File: src/rtl/hazard_fwd_ctrl.sv
// EX-stage forwarding select generation, load-use stall and redirect flush control.
// Tracks destination-register shadows for EX/MEM/WB alongside the ID/EX register.
module hazard_fwd_ctrl #(
    parameter int REG_ADDR_W = 5,
    parameter int CNT_W      = 16
) (
    input  logic                  clk,
    input  logic                  rstn,
    input  logic                  valid_id,
    input  logic [REG_ADDR_W-1:0] rs1_id,
    input  logic [REG_ADDR_W-1:0] rs2_id,
    input  logic                  use_rs1_id,
    input  logic                  use_rs2_id,
    input  logic [REG_ADDR_W-1:0] rd_id,
    input  logic                  reg_write_id,
    input  logic                  mem_read_id,
    input  logic                  branch_taken_ex,
    output logic [1:0]            rs1_fwd_ex,
    output logic [1:0]            rs2_fwd_ex,
    output logic                  stall_pc,
    output logic                  stall_if_id,
    output logic                  flush_if_id,
    output logic                  flush_id_ex,
    output logic [CNT_W-1:0]      load_use_cnt,
    output logic [CNT_W-1:0]      flush_cnt
);

    typedef struct packed {
        logic [REG_ADDR_W-1:0] rd;
        logic                  reg_write;
        logic                  mem_read;
    } shadow_t;

    localparam logic [1:0] FWD_RF  = 2'b00;
    localparam logic [1:0] FWD_MEM = 2'b01;
    localparam logic [1:0] FWD_WB  = 2'b10;

    shadow_t e_q, m_q, w_q;
    shadow_t e_next;

    logic hit1_e, hit1_m, hit2_e, hit2_m;
    logic load_use, bubble;
    logic [1:0] fwd1_next, fwd2_next;

    // x0 never matches; invalid ID slots never generate hits.
    always_comb begin
        hit1_e = valid_id && use_rs1_id && (rs1_id != '0) && (rs1_id == e_q.rd) && e_q.reg_write;
        hit1_m = valid_id && use_rs1_id && (rs1_id != '0) && (rs1_id == m_q.rd) && m_q.reg_write;
        hit2_e = valid_id && use_rs2_id && (rs2_id != '0) && (rs2_id == e_q.rd) && e_q.reg_write;
        hit2_m = valid_id && use_rs2_id && (rs2_id != '0) && (rs2_id == m_q.rd) && m_q.reg_write;
    end

    assign load_use = valid_id && e_q.mem_read && (hit1_e || hit2_e);
    assign bubble   = load_use || branch_taken_ex;

    // Youngest producer wins; a load in E is never forwarded (it stalls instead).
    always_comb begin
        fwd1_next = FWD_RF;
        fwd2_next = FWD_RF;
        if (!bubble) begin
            if (hit1_e && !e_q.mem_read) fwd1_next = FWD_MEM;
            else if (hit1_m)             fwd1_next = FWD_WB;
            if (hit2_e && !e_q.mem_read) fwd2_next = FWD_MEM;
            else if (hit2_m)             fwd2_next = FWD_WB;
        end
    end

    always_comb begin
        e_next = '0;
        if (!bubble && valid_id) begin
            e_next.rd        = rd_id;
            e_next.reg_write = reg_write_id;
            e_next.mem_read  = mem_read_id;
        end
    end

    always_ff @(posedge clk or negedge rstn) begin
        if (!rstn) begin
            e_q        <= '0;
            m_q        <= '0;
            w_q        <= '0;
            rs1_fwd_ex <= FWD_RF;
            rs2_fwd_ex <= FWD_RF;
        end else begin
            e_q        <= e_next;
            m_q        <= e_q;
            w_q        <= m_q;
            rs1_fwd_ex <= fwd1_next;
            rs2_fwd_ex <= fwd2_next;
        end
    end

    always_ff @(posedge clk or negedge rstn) begin
        if (!rstn) begin
            load_use_cnt <= '0;
            flush_cnt    <= '0;
        end else begin
            if (load_use && !branch_taken_ex && (load_use_cnt != '1))
                load_use_cnt <= load_use_cnt + 1'b1;
            if (branch_taken_ex && (flush_cnt != '1))
                flush_cnt <= flush_cnt + 1'b1;
        end
    end

    // Redirect wins over load-use: the instruction that would stall is wrong-path.
    assign stall_pc    = rstn && load_use && !branch_taken_ex;
    assign stall_if_id = rstn && load_use && !branch_taken_ex;
    assign flush_if_id = rstn && branch_taken_ex;
    assign flush_id_ex = rstn && bubble;

    // WB results reach ID through the write-first register file, so W only shadows.
    a_wb_shift: assert property (@(posedge clk) disable iff (!rstn) w_q == $past(m_q));

endmodule

File: config.mk
export PLATFORM = sky130hd
export DESIGN_NAME = hazard_fwd_ctrl
export DESIGN_NICKNAME = d
export VERILOG_FILES = /design/src/rtl/hazard_fwd_ctrl.sv
export SDC_FILE = /design/constraint.sdc
export NUM_CORES = 1
export LEC_CHECK = 0
export ABC_AREA = 1
export CAP_MARGIN = 10
export CORE_AREA = 8 8 92 77
export CTS_BUF_LIST = sky130_fd_sc_hd__clkbuf_2
export DETAILED_ROUTE_END_ITERATION = 8
export DIE_AREA = 0 0 100 85
export PLACE_DENSITY = 0.82
export SLEW_MARGIN = 15
export SYNTH_ARGS = -nofsm -noshare
export SYNTH_HDL_FRONTEND = slang
export SYNTH_SLANG_ARGS = --single-unit
File: constraint.sdc
create_clock -name clk -period 2.5 [get_ports clk]
set_input_delay 0.75 -clock clk [delete_from_list [all_inputs] [get_ports clk]]
set_output_delay 0.75 -clock clk [all_outputs]
set_load 0.1 [all_outputs]
; Word level (Yosys, flattened, before mapping)
; Cells that the tools add are included.
[totals]
register_bits = 49
in_bits = 23
elab_cells = 55
[classes]
add_sub_neg = 2
eq_ne = 6
muxes = 7
n_reduce_logical = 31
[op_table]
columns = operator, n
row1 = $add A16 B1 Y16 const B, 2
row2 = $ne A16 B16 Y1 const B, 2
row3 = $logic_and A1 B1 Y1, 24
row4 = $eq A5 B5 Y1, 4
row5 = $mux W2, 6
row6 = $reduce_bool A5 Y1, 2
row7 = $mux W7, 1
row8 = $logic_not A1 Y1, 3
row9 = $logic_or A1 B1 Y1, 2

; Depth between registers and ports, before layout
[depth]
depth_word = 10
ltp_mapped = 12

; Worst setup path before layout
; Ideal clock, no wire load.
[synth_timing]
path_type = input-to-output
from = input rs2_id[4]
to = output stall_pc
arrival_time_ns = 3.098
required_time_ns = 1.750
path_slack_ns = -1.348
cell_stages = 10
n_path_buf = 1
path_cell_list = inv_1 nand2_1 nand2_1 nand2_1 nor2_2 nand3_2 nand2_4 nand3_4 nor2_1 buf_4
[synth_via]
elab_chain_len = 8
word_cells_on_any_way = 9
classes_between = 1 x eq/ne / 8 x reduce/logical
[synth_rtl]
columns = item, line_no
row1 = start: declaration, 11  ; input logic [REG_ADDR_W-1:0] rs2_id,
row2 = $reduce_bool A5 Y1, 49  ; hit2_e = valid_id && use_rs2_id && (rs2_id != '0) && (rs2_id == e_q.rd) && e_q.reg_write;
row3 = $logic_and A1 B1 Y1, 49
row4 = $logic_and A1 B1 Y1 * (2 in series), 49
row5 = $logic_or A1 B1 Y1 *, 53  ; assign load_use = valid_id && e_q.mem_read && (hit1_e || hit2_e);
row6 = $logic_and A1 B1 Y1 *, 53
row7 = $logic_and A1 B1 Y1 * (2 in series), n/a
row8 = end: declaration, 20  ; output logic stall_pc,
; Every way passes the cells marked *; elsewhere a longest branch is shown, timed or not.

; Worst setup path in the final report
[layout_timing]
from = input rs1_id[3]
to = output flush_id_ex
[layout_via]
elab_chain_len = 8
word_cells_on_any_way = 9
classes_between = 1 x eq/ne / 8 x reduce/logical
[layout_rtl]
columns = item, line_no
row1 = start: declaration, 10  ; input logic [REG_ADDR_W-1:0] rs1_id,
row2 = $reduce_bool A5 Y1, 47  ; hit1_e = valid_id && use_rs1_id && (rs1_id != '0) && (rs1_id == e_q.rd) && e_q.reg_write;
row3 = $logic_and A1 B1 Y1, 47
row4 = $logic_and A1 B1 Y1 * (2 in series), 47
row5 = $logic_or A1 B1 Y1 *, 53
row6 = $logic_and A1 B1 Y1 *, 53
row7 = $logic_or A1 B1 Y1 *, 54  ; assign bubble = load_use || branch_taken_ex;
row8 = $logic_and A1 B1 Y1 *, 109  ; assign flush_id_ex = rstn && bubble;
row9 = end: declaration, 23  ; output logic flush_id_ex,
; Marks and branches as above.

==> flow_summary_export.csv <==
group,metric,value,unit
routing,drtIter0Drc,174,
timing,finalMaxSlewViolations,0,
clocking,worstSkewPairLatency,0.45,ns
routing,drt_first_pass_iters,4,
place,place_hpwl,5890,um
timing,rsz0062_at_grt,"yes",
routing,wire_per_inst,13.3,um
clocking,cts_max_level,2,
worst_setup_path,cp-startpoint,"rs1_id[3]",
cells_and_area,seqCellArea,1230,sq um
die,io_pins,63,
global_routing,track_usage,0.179,
synth,synth_top_flop_cell,"dfrtp_1",
routing,vias,2867,
place,io_buffer_count,62,
timing,finalHoldViolations,0,
routing,drcViolationCount,0,
routing,vias_per_cell,4.96,
synth,post_synth_main_area_contributors,"dfrtp_1 43%, nand2_1 17%, inv_1 7.0%, xor2_1 5.5%, nor2_1 5.1%",
timing,tightest_slew,0.495,ns
synth,yosysSeqAreaShare,0.425,
cells_and_area,fillers,493,
cells_and_area,multi_input_area,1470,sq um
worst_setup_path,cp-start-kind,"input pin",
place,gp_congestion,1.05,
synth,syn_avg_cell_area,7.32,sq um
synth,synth_most_common_cell,"nand2_1",
cells_and_area,layout-drive-gt1-share,0.256,
synth,ys_top_cells_by_count,"127 x nand2_1, 54 x inv_1, 49 x dfrtp_1",
run_status,status,"complete, but fails checks",
synth,synth_top_area_frac,0.425,
cells_and_area,instances_no_fill,578,
power_and_ir_drop,vdd_drop_max,939,uV
worst_setup_path,r2r_start,"e_q[5]",
global_routing,grt_pass1_wl,12400,um
clocking,clk_pin_slew,0.26,ns
timing,slew_headroom,0.667,
worst_setup_path,worstPathArrival,2.07,ns
power_and_ir_drop,leakage,2.04,nW
timing,setup_viol,3,
die,fp.dieH,85,um
worst_setup_path,worstSetupPathType,"input pin to output pin",
synth,yosysTopAreaCell,"dfrtp_1",
synth,synthesis.nets,419,
worst_setup_path,cp_common_cell,"nand2_4",
synth,netlist-cell-type-count,28,
timing,finClkSkew,0.0171,ns
timing,period_share,1.13,
flow_run,maxCapViolations,0,
synth,netlist_area,2880,sq um
timing,period_minus_slack,2.82,ns
die,core_area,5690,sq um
synth,syn_inst,394,
worst_setup_path,ff2ff_path_depth,14,
worst_setup_path,cp.required,1.75,ns
global_routing,antenna_found_initial,0,
die,initial_core_util,0.507,
worst_setup_path,cpMaxStageDelayCell,"dlygate4sd2_1",
clocking,root_buffer,"clkbuf_2",
routing,routed_wl,7680,um
cells_and_area,diodes,0,
clocking,cts_hold_buf,0,
worst_setup_path,path_max_fanout,4,
timing,fin_ws,-0.321,ns
min_path,hold_path_class,"input pin to asynchronous set/reset pin",
synth,ys_warn_count,0,
clocking,cts_buffers,5,
worst_setup_path,crit_chain,"dlygate4sd2_1, a21oi_2, nand2_1, nor2_2, nand3_2, nand2_4, nand2_4, nand2_4, inv_4, nor2_4, buf_12",
cells_and_area,nets,521,
worst_setup_path,timing.critical_path.buf_inv,3,
timing,max_freq,355,MHz
place,placedCellCount,559,
synth,ys_seq_elements,49,
clocking,clock_sinks,49,
cells_and_area,syn_to_final_growth,35.8,%
place,place_ws,-0.573,ns
routing,ant_nets,0,
clocking,cts_tree,"yes",
worst_setup_path,rrSetupSlack,0.48,ns
synth,synth_edf_count,0,
worst_setup_path,critPathTopFamily,"simple AND/OR/NAND/NOR gates",
worst_setup_path,end_kind,"output pin",
clocking,clockBufferDepth,2,
die,die_area,8500,sq um
die,rows,25,
die,die_w,100,um
global_routing,grt_max_degree,37,
global_routing,grt_pass1_vias,2712,
worst_setup_path,r2r-end,"load_use_cnt[11]",
power_and_ir_drop,power_density,534,nW/um^2
run_status,violations,"setup timing",
synth,ys_async_sr_fraction,1.00,
global_routing,grt_overflow_total,0,
worst_setup_path,slowest_delay,0.28,ns
-- layer usage --
layer,track usage,vias up,wire [um],part of all wire
met1,0.223,1345,3330,0.43
met3,0.0450,7,616,0.080
met4,0.0479,0,67,0.0087
met5,0,-,0,0
met2,0.298,84,3660,0.48
li1,-,1431,-,-
-- sequential cells by signal, summed over array words and instances, names as in the netlist --
register	flops
load_use_cnt	16
m_q	6
e_q	7
rs2_fwd_ex	2
rs1_fwd_ex	2
flush_cnt	16
-- worst register-to-register path, stage by stage, from the launching register on --
cell	delay (ns)
dfrtp_1	0.49
inv_2	0.08
a21oi_2	0.11
nand2_1	0.08
nor2_2	0.14
nand3_2	0.11
nand2_4	0.11
nand3_4	0.08
buf_4	0.14
buf_4	0.12
buf_4	0.13
nor2_4	0.09
buf_12	0.15
nand2_1	0.07
nand2_1	0.06
-- worst max-delay path by stage --
stage / end / slack, ns / cells past startpoint
after floorplan: stall_pc / -0.37 / 7
after global placement: flush_id_ex / -0.53 / 12
after detailed placement: flush_id_ex / -0.57 / 12
after CTS: flush_id_ex / -0.33 / 12
after global routing: flush_id_ex / -0.42 / 11
final: flush_id_ex / -0.32 / 11
-- cell families (layout without fill, tap and decap cells) --
group / after synthesis / in the layout / synth area share
XOR/XNOR: 26 / 26 / 0.0790
adder cells (fa/ha/maj): 2 / 2 / 0.00868
buffers and inverters: 62 / 165 / 0.0863
AND/OR/NAND/NOR: 239 / 239 / 0.372
AO/OA/AOI/OAI: 16 / 16 / 0.0286
flip-flops: 49 / 49 / 0.425
-- power by group --
part	switching [mW]	internal (mW)	leakage, nW
logic	0.622	0.197	1.34
registers	0.0747	0.856	0.665
clock network	0.268	0.0720	0.0310
-- through the flow --
step                      cell area (sq um)  TNS [ns]  hold WS (ns)  utilization  total power [mW]
final                                  3920    -0.937         0.236        0.688              2.09
after global placement                 3750     -1.50         0.405        0.659              1.75
after detailed placement               3750     -1.60         0.405        0.659              1.76
after global routing                   3920     -1.23         0.228        0.688              2.19
after floorplan                        2910    -0.724         0.374            -              1.52
after CTS                              3830    -0.938         0.226        0.674              2.09
-- timing repair --
| action | in CTS | in global routing |
|---|---|---|
| setup buffers | 5 | 6 |
| setup endpoints to repair | 3 | 3 |
| endpoints found under the hold margin | 0 | 0 |
| pin swaps | 10 | 11 |
| gates resized for setup | 21 | 16 |
-- layout make-up --
class,count,share of cell area
multi-input cells,283,0.374
flip-flops and latches,49,0.313
repair buffers,101,0.220
inverters,56,0.0543
well taps,81,0.0259
clock buffers,5,0.00639
clock inverters,3,0.00543
-- placed cells by master (no fill, tap or decap), types with 2 or more instances in the layout --
cell	n
nand2_1	121
buf_4	74
dfrtp_1	48
inv_1	47
nor2_1	37
nand3_1	26
xor2_1	18
nand2_2	15
nor3_1	13
nand4_1	11
inv_2	8
xnor2_1	8
clkdlybuf4s50_1	8
dlygate4sd2_1	8
o21ai_0	5
clkbuf_2	5
buf_12	5
a21oi_1	4
nor2_4	4
o21ai_1	4
clkdlybuf4s15_1	4
nand2_4	3
nor2_2	2
nand3_4	2
o22ai_1	2
ha_1	2
Power figures use the tool's default switching activity.
